[config.mk]
export PLATFORM = sky130hd
export DESIGN_NAME = mem_access_unit
export DESIGN_NICKNAME = d
export VERILOG_FILES = /design/src/rtl/mem_access_unit.sv
export SDC_FILE = /design/constraint.sdc
export NUM_CORES = 1
export LEC_CHECK = 0
export CAP_MARGIN = 0
export CELL_PAD_IN_SITES_DETAIL_PLACEMENT = 0
export CELL_PAD_IN_SITES_GLOBAL_PLACEMENT = 2
export CORE_MARGIN = 2
export CORE_UTILIZATION = 28
export DETAILED_ROUTE_END_ITERATION = 16
export GPL_TIMING_DRIVEN = 0
export PLACE_DENSITY_LB_ADDON = 0.15
export RECOVER_POWER = 50
export SLEW_MARGIN = 0
export SYNTH_ARGS = -nofsm -noshare
export SYNTH_HDL_FRONTEND = slang
export SYNTH_SLANG_ARGS = --single-unit
[constraint.sdc]
create_clock -name clk -period 2.9 [get_ports clk]
set_clock_uncertainty 0.2 [all_clocks]
set_input_delay 0.435 -clock clk [delete_from_list [all_inputs] [get_ports clk]]
set_output_delay 0.435 -clock clk [all_outputs]
set_load 0.02 [all_outputs]
[src/rtl/mem_access_unit.sv]
// mem_access_unit: MEM-stage load/store engine.
// Turns the EX/MEM register outputs into a single req/ack data-memory
// access with byte-lane write enables and load extension. The pipeline is
// stalled through mem_busy while the access is in flight, and the result is
// held in DONE until the MEM-stage register advances.
module mem_access_unit #(
  parameter int TIMEOUT = 16,
  parameter int CNT_W   = 5
) (
  input  logic        clk,
  input  logic        rst,
  input  logic        MEM_Memread,
  input  logic        MEM_Memwrite,
  input  logic [2:0]  MEM_funct3,
  input  logic [31:0] MEM_alu_out,
  input  logic [31:0] MEM_forward_rs2_data,
  input  logic        pipe_adv,
  output logic        mem_busy,
  output logic        dm_req,
  output logic [31:0] dm_addr,
  output logic [3:0]  dm_we,
  output logic [31:0] dm_wdata,
  input  logic        dm_ack,
  input  logic [31:0] dm_rdata,
  output logic [31:0] load_data,
  output logic        load_valid,
  output logic        mem_err
);

  typedef enum logic [1:0] {
    IDLE   = 2'd0,
    ACCESS = 2'd1,
    DONE   = 2'd2
  } state_t;

  state_t state;
  state_t state_next;

  // Timeout counter, cleared whenever a new access is launched.
  logic [CNT_W-1:0] cnt;

  // Attributes of the in-flight access, captured at launch so the load
  // extraction does not depend on the (stalled) pipeline inputs.
  logic        op_load;
  logic [2:0]  op_f3;
  logic [1:0]  op_off;

  logic        any_op;
  logic        op_legal;
  logic        timeout_hit;

  logic [3:0]  st_we;
  logic [31:0] st_wdata;

  logic [7:0]  rd_byte [4];
  logic [7:0]  sel_byte;
  logic [15:0] sel_half;
  logic [31:0] ld_ext;

  assign any_op      = MEM_Memread | MEM_Memwrite;
  assign timeout_hit = (state == ACCESS) && !dm_ack && (cnt == CNT_W'(TIMEOUT - 1));

  // Decide whether the requested operation is legal (encoding and alignment).
  always_comb begin
    op_legal = 1'b0;
    if (MEM_Memread && MEM_Memwrite) begin
      op_legal = 1'b0;
    end else if (MEM_Memread) begin
      case (MEM_funct3)
        3'b000, 3'b100: op_legal = 1'b1;
        3'b001, 3'b101: op_legal = ~MEM_alu_out[0];
        3'b010:         op_legal = (MEM_alu_out[1:0] == 2'b00);
        default:        op_legal = 1'b0;
      endcase
    end else if (MEM_Memwrite) begin
      case (MEM_funct3)
        3'b000:  op_legal = 1'b1;
        3'b001:  op_legal = ~MEM_alu_out[0];
        3'b010:  op_legal = (MEM_alu_out[1:0] == 2'b00);
        default: op_legal = 1'b0;
      endcase
    end
  end

  // Build store byte enables and lane-replicated store data.
  always_comb begin
    st_we    = 4'b0000;
    st_wdata = MEM_forward_rs2_data;
    case (MEM_funct3[1:0])
      2'b00: begin
        st_we    = 4'b0001 << MEM_alu_out[1:0];
        st_wdata = {4{MEM_forward_rs2_data[7:0]}};
      end
      2'b01: begin
        st_we    = MEM_alu_out[1] ? 4'b1100 : 4'b0011;
        st_wdata = {2{MEM_forward_rs2_data[15:0]}};
      end
      default: begin
        st_we    = 4'b1111;
        st_wdata = MEM_forward_rs2_data;
      end
    endcase
  end

  // Split the read word into byte lanes for the byte-load mux.
  generate
    for (genvar gi = 0; gi < 4; gi++) begin : g_rd_lane
      assign rd_byte[gi] = dm_rdata[8*gi +: 8];
    end
  endgenerate

  // Extract and sign/zero-extend the loaded value for the captured access.
  always_comb begin
    sel_byte = rd_byte[op_off];
    sel_half = op_off[1] ? dm_rdata[31:16] : dm_rdata[15:0];
    case (op_f3)
      3'b000:  ld_ext = {{24{sel_byte[7]}}, sel_byte};
      3'b100:  ld_ext = {24'd0, sel_byte};
      3'b001:  ld_ext = {{16{sel_half[15]}}, sel_half};
      3'b101:  ld_ext = {16'd0, sel_half};
      default: ld_ext = dm_rdata;
    endcase
  end

  // State register.
  always_ff @(posedge clk or negedge rst) begin
    if (!rst) begin
      state <= IDLE;
    end else begin
      state <= state_next;
    end
  end

  // Next-state logic: illegal ops skip ACCESS and go straight to DONE.
  always_comb begin
    state_next = state;
    case (state)
      IDLE: begin
        if (any_op) begin
          state_next = op_legal ? ACCESS : DONE;
        end
      end
      ACCESS: begin
        if (dm_ack || timeout_hit) begin
          state_next = DONE;
        end
      end
      DONE: begin
        if (pipe_adv) begin
          state_next = IDLE;
        end
      end
      default: state_next = IDLE;
    endcase
  end

  // Stall output: any pending op holds the pipe until DONE is reached.
  always_comb begin
    mem_busy = 1'b0;
    case (state)
      IDLE:    mem_busy = any_op;
      ACCESS:  mem_busy = 1'b1;
      default: mem_busy = 1'b0;
    endcase
  end

  // Registered bus signals, result registers, error pulse and timeout counter.
  always_ff @(posedge clk or negedge rst) begin
    if (!rst) begin
      cnt        <= '0;
      dm_req     <= 1'b0;
      dm_addr    <= 32'd0;
      dm_we      <= 4'b0000;
      dm_wdata   <= 32'd0;
      load_data  <= 32'd0;
      load_valid <= 1'b0;
      mem_err    <= 1'b0;
      op_load    <= 1'b0;
      op_f3      <= 3'b000;
      op_off     <= 2'b00;
    end else begin
      mem_err <= 1'b0;
      case (state)
        IDLE: begin
          if (any_op) begin
            cnt <= '0;
            if (op_legal) begin
              dm_req   <= 1'b1;
              dm_addr  <= {MEM_alu_out[31:2], 2'b00};
              dm_we    <= MEM_Memwrite ? st_we : 4'b0000;
              dm_wdata <= MEM_Memwrite ? st_wdata : 32'd0;
              op_load  <= MEM_Memread;
              op_f3    <= MEM_funct3;
              op_off   <= MEM_alu_out[1:0];
            end else begin
              mem_err    <= 1'b1;
              load_data  <= 32'd0;
              load_valid <= MEM_Memread;
            end
          end
        end
        ACCESS: begin
          if (dm_ack) begin
            dm_req <= 1'b0;
            dm_we  <= 4'b0000;
            if (op_load) begin
              load_data  <= ld_ext;
              load_valid <= 1'b1;
            end
          end else if (timeout_hit) begin
            dm_req     <= 1'b0;
            dm_we      <= 4'b0000;
            mem_err    <= 1'b1;
            load_data  <= 32'd0;
            load_valid <= op_load;
          end else begin
            cnt <= cnt + 1'b1;
          end
        end
        DONE: begin
          if (pipe_adv) begin
            load_valid <= 1'b0;
          end
        end
        default: ;
      endcase
    end
  end

endmodule

==> results.sh <==
export IMPL_dpl_cell_area_um2=8220
export IMPL_hold_path_depth=2
export IMPL_portBuffers=205
export IMPL_synth_distinct_cells=49
export IMPL_drtPass1Iterations=5
export IMPL_mostFrequentLayoutCells="clkdlybuf4s50_1 (153), dfrtp_1 (114), nand2_1 (63)"
export IMPL_dieWidth_um=148
export IMPL_drive_above_1_share_pct=16.0
export IMPL_cpLargestDelayFamily="simple AND/OR/NAND/NOR gates"
export IMPL_antenna_found_initial=1
export IMPL_die_area_um2=21900
export IMPL_cts_sinks=114
export IMPL_grt_pass1_wl_um=29700
export IMPL_syn_to_final_growth_pct=52.9
export IMPL_synthCells=519
export IMPL_finalInstanceArea_um2=8860
export IMPL_r2r_end="cnt[2]"
export IMPL_detailedRoute_firstIterationViolations=232
export IMPL_path_class="reg -> reg"
export IMPL_final_util_pct=43.7
export IMPL_grt_usage_pct=17.7
export IMPL_dp_hpwl_um=14300
export IMPL_cp_arrival_ns=2.76
export IMPL_cpPeakStageDelay_ns=0.51
export IMPL_grt_max_degree=79
export IMPL_crit_top_cell="ha_1"
export IMPL_fillers=1941
export IMPL_timing_final_ws_setup_ns=0.293
export IMPL_path_clk_slew_ns=0.06
export IMPL_cp_required_ns=3.05
export IMPL_fmax_mhz=384
export IMPL_cp_num_buf_inv=1
export IMPL_tns_ns=0
export IMPL_wl_per_cell_um=18.5
export IMPL_start_util_pct=28.6
export IMPL_place_ws_ns=-0.0209
export IMPL_overflow=0
export IMPL_hold_class="reg -> reg"
export IMPL_cts_tree="yes"
export IMPL_min_delay_start="dm_wdata[15]"
export IMPL_netlist_area_um2=5800
export IMPL_vdd_ir_drop_max_mv=0.512
export IMPL_violations="capacitance limit, slew limit"
export IMPL_setup_viol=0
export IMPL_synth_enable_flop_cells=0
export IMPL_cts_htree_levels=4
export IMPL_ios=209
export IMPL_reg2reg_slack_ns=0.29
export IMPL_routed_wl_um=19100
export IMPL_drcViolationCount=0
export IMPL_cts_made_buffers=17
export IMPL_critPathMaxFanout=8
export IMPL_synth_warnings=0
export IMPL_gp_congestion=0.798
export IMPL_endpoint_kind="flop"
export IMPL_synth_seq_area_share_pct=49.2
export IMPL_die_height_um=148
export IMPL_mostFrequentLayoutCell="clkdlybuf4s50_1"
export IMPL_min_period_over_period_pct=89.9
export IMPL_fin_hold_ws_ns=0.276
export IMPL_maxCapViolations=1
export IMPL_clkLatencyLatePin_ns=0.42
export IMPL_core_um2=20300
export IMPL_rsz0062_at_grt="false"
export IMPL_start_kind="flop"
export IMPL_synthArstFlopShare_pct=100
export IMPL_antenna_left=0
export IMPL_avgViaCountPerCell=4.84
export IMPL_reg2reg_from="cnt[0]"
export IMPL_synth_top_flop_cell="dfrtp_1"
export IMPL_reg2regPathDepth=8
export IMPL_placementRows=52
export IMPL_syn_avg_cell_area_um2=11.2
export IMPL_worstMarginPinSlew_ns=1.72
export IMPL_final_hold_violation_count=0
export IMPL_cts_buffer_depth=2
export IMPL_status="finished with violations"
export IMPL_cts_root_buf="clkbuf_16"
export IMPL_cp_cell_sequence="ha_1, and3_1, ha_1, or2_0, clkbuf_1, or4_1, o21ai_0, a22o_1"
export IMPL_grt_pass1_vias=5244
export IMPL_max_slew_margin_pct=-14.4
export IMPL_num_vias=4979
export IMPL_p_leak_nw=3.77
export IMPL_fin_nets=856
export IMPL_ys_ff_latch=114
export IMPL_slew_violations=37
export IMPL_power_density_nw_per_um2=983
export IMPL_period_needed_ns=2.61
export IMPL_holdPathEnd="dm_wdata[15]"
export IMPL_critPathSlowestCell="or4_1"
export IMPL_post_cts_buffers=0
-- worst reg2reg max path: cells and delay by family, from the launching register on --
family                     cells  cell delay [ns]
AOI/OAI and AO/OA              2             0.34
adders and majority gates      2             0.47
buffers and inverters          1             0.18
DFF                            1             0.42
and+or+nand+nor                3             0.93
-- how the worst max path moves through the flow --
stage / from / depth (start not counted) / slack [ns] / endpoint
floorplan: cnt[0] / 8 / 0.52 / cnt[2]
global placement: rst / 1 / -3.48 / dm_wdata[25]
detailed placement: MEM_alu_out[0] / 6 / -0.02 / dm_addr[14]
CTS: state[1] / 5 / 0.01 / mem_busy
global route: rst / 3 / 0.07 / op_load
finish: cnt[0] / 8 / 0.29 / cnt[2]
-- synth_stat cells, types with 12 or more instances --
library cell  number  area share, %
a21oi_1           12            1.0
buf_2             19            1.6
clkbuf_1          14           0.91
o21ai_0           44            3.8
o31ai_1           18            2.3
dfrtp_1          114             49
inv_1             28            1.8
o2bb2ai_1         14            2.1
mux2i_1           44            7.6
o211ai_1          25            3.2
mux2_2            36            7.0
nand2_1           63            4.1
-- stage by stage --
stage	cells	total power, mW
2_1_floorplan	520	4.80
3_3_place_gp	995	6.58
3_5_place_dp	996	6.63
4_1_cts	1028	8.94
5_1_grt	1029	9.24
6_report	1029	8.72
-- routing by layer --
layer  part of all wire (%)  global-route usage, %  routed length (um)  vias up
met5                      0                      0                   0        -
met4                    1.9                   6.14                 363        0
met3                    5.8                   4.17                1110       23
met2                     46                   27.9                8800      158
met1                     46                   23.9                8800     2447
li1                       -                      -                   -     2351
-- cells by family (layout without fill, tap and decap cells) --
group	after synthesis	count (layout)	share of synthesized area (%)
buffers and inverters	70	308	5.59
multiplexers	84	84	15.6
other	1	3	0.0647
AND/OR/NAND/NOR	88	88	7.08
AO/OA/AOI/OAI	156	156	21.1
flip-flops	114	114	49.2
adder cells (fa/ha/maj)	6	6	1.30
-- power breakdown --
part / total [mW] / internal [mW] / switching, mW
logic: 3.98 / 1.77 / 2.21
registers: 2.49 / 2.17 / 0.324
clock network: 2.25 / 1.44 / 0.806
-- sequential cells by signal, summed over array words and instances, names as in the netlist --
register,flops
mem_err,1
op_f3,3
op_load,1
dm_req,1
dm_wdata,32
load_valid,1
load_data,32
dm_we,4
state,2
dm_addr,30
cnt,5
op_off,2
-- final cells by class --
type | count | area, um^2 | area share, %
clock inverter | 15 | 205 | 2.31
timing repair buffer | 207 | 2090 | 23.6
multi-input combinational | 336 | 2630 | 29.6
sequential | 114 | 2850 | 32.2
buffer | 40 | 214 | 2.41
antenna | 1 | 2.50 | 0.0282
tap | 270 | 338 | 3.81
inverter | 29 | 109 | 1.23
clock buffer | 17 | 425 | 4.80
-- timing repair --
item	4_1_cts	5_1_grt
hold buffers	1	0
endpoints found under the setup margin	1	1
gates resized for setup	2	1
hold endpoints to repair	36	0
cloned	0	0
(Power assumes the default switching activity.)
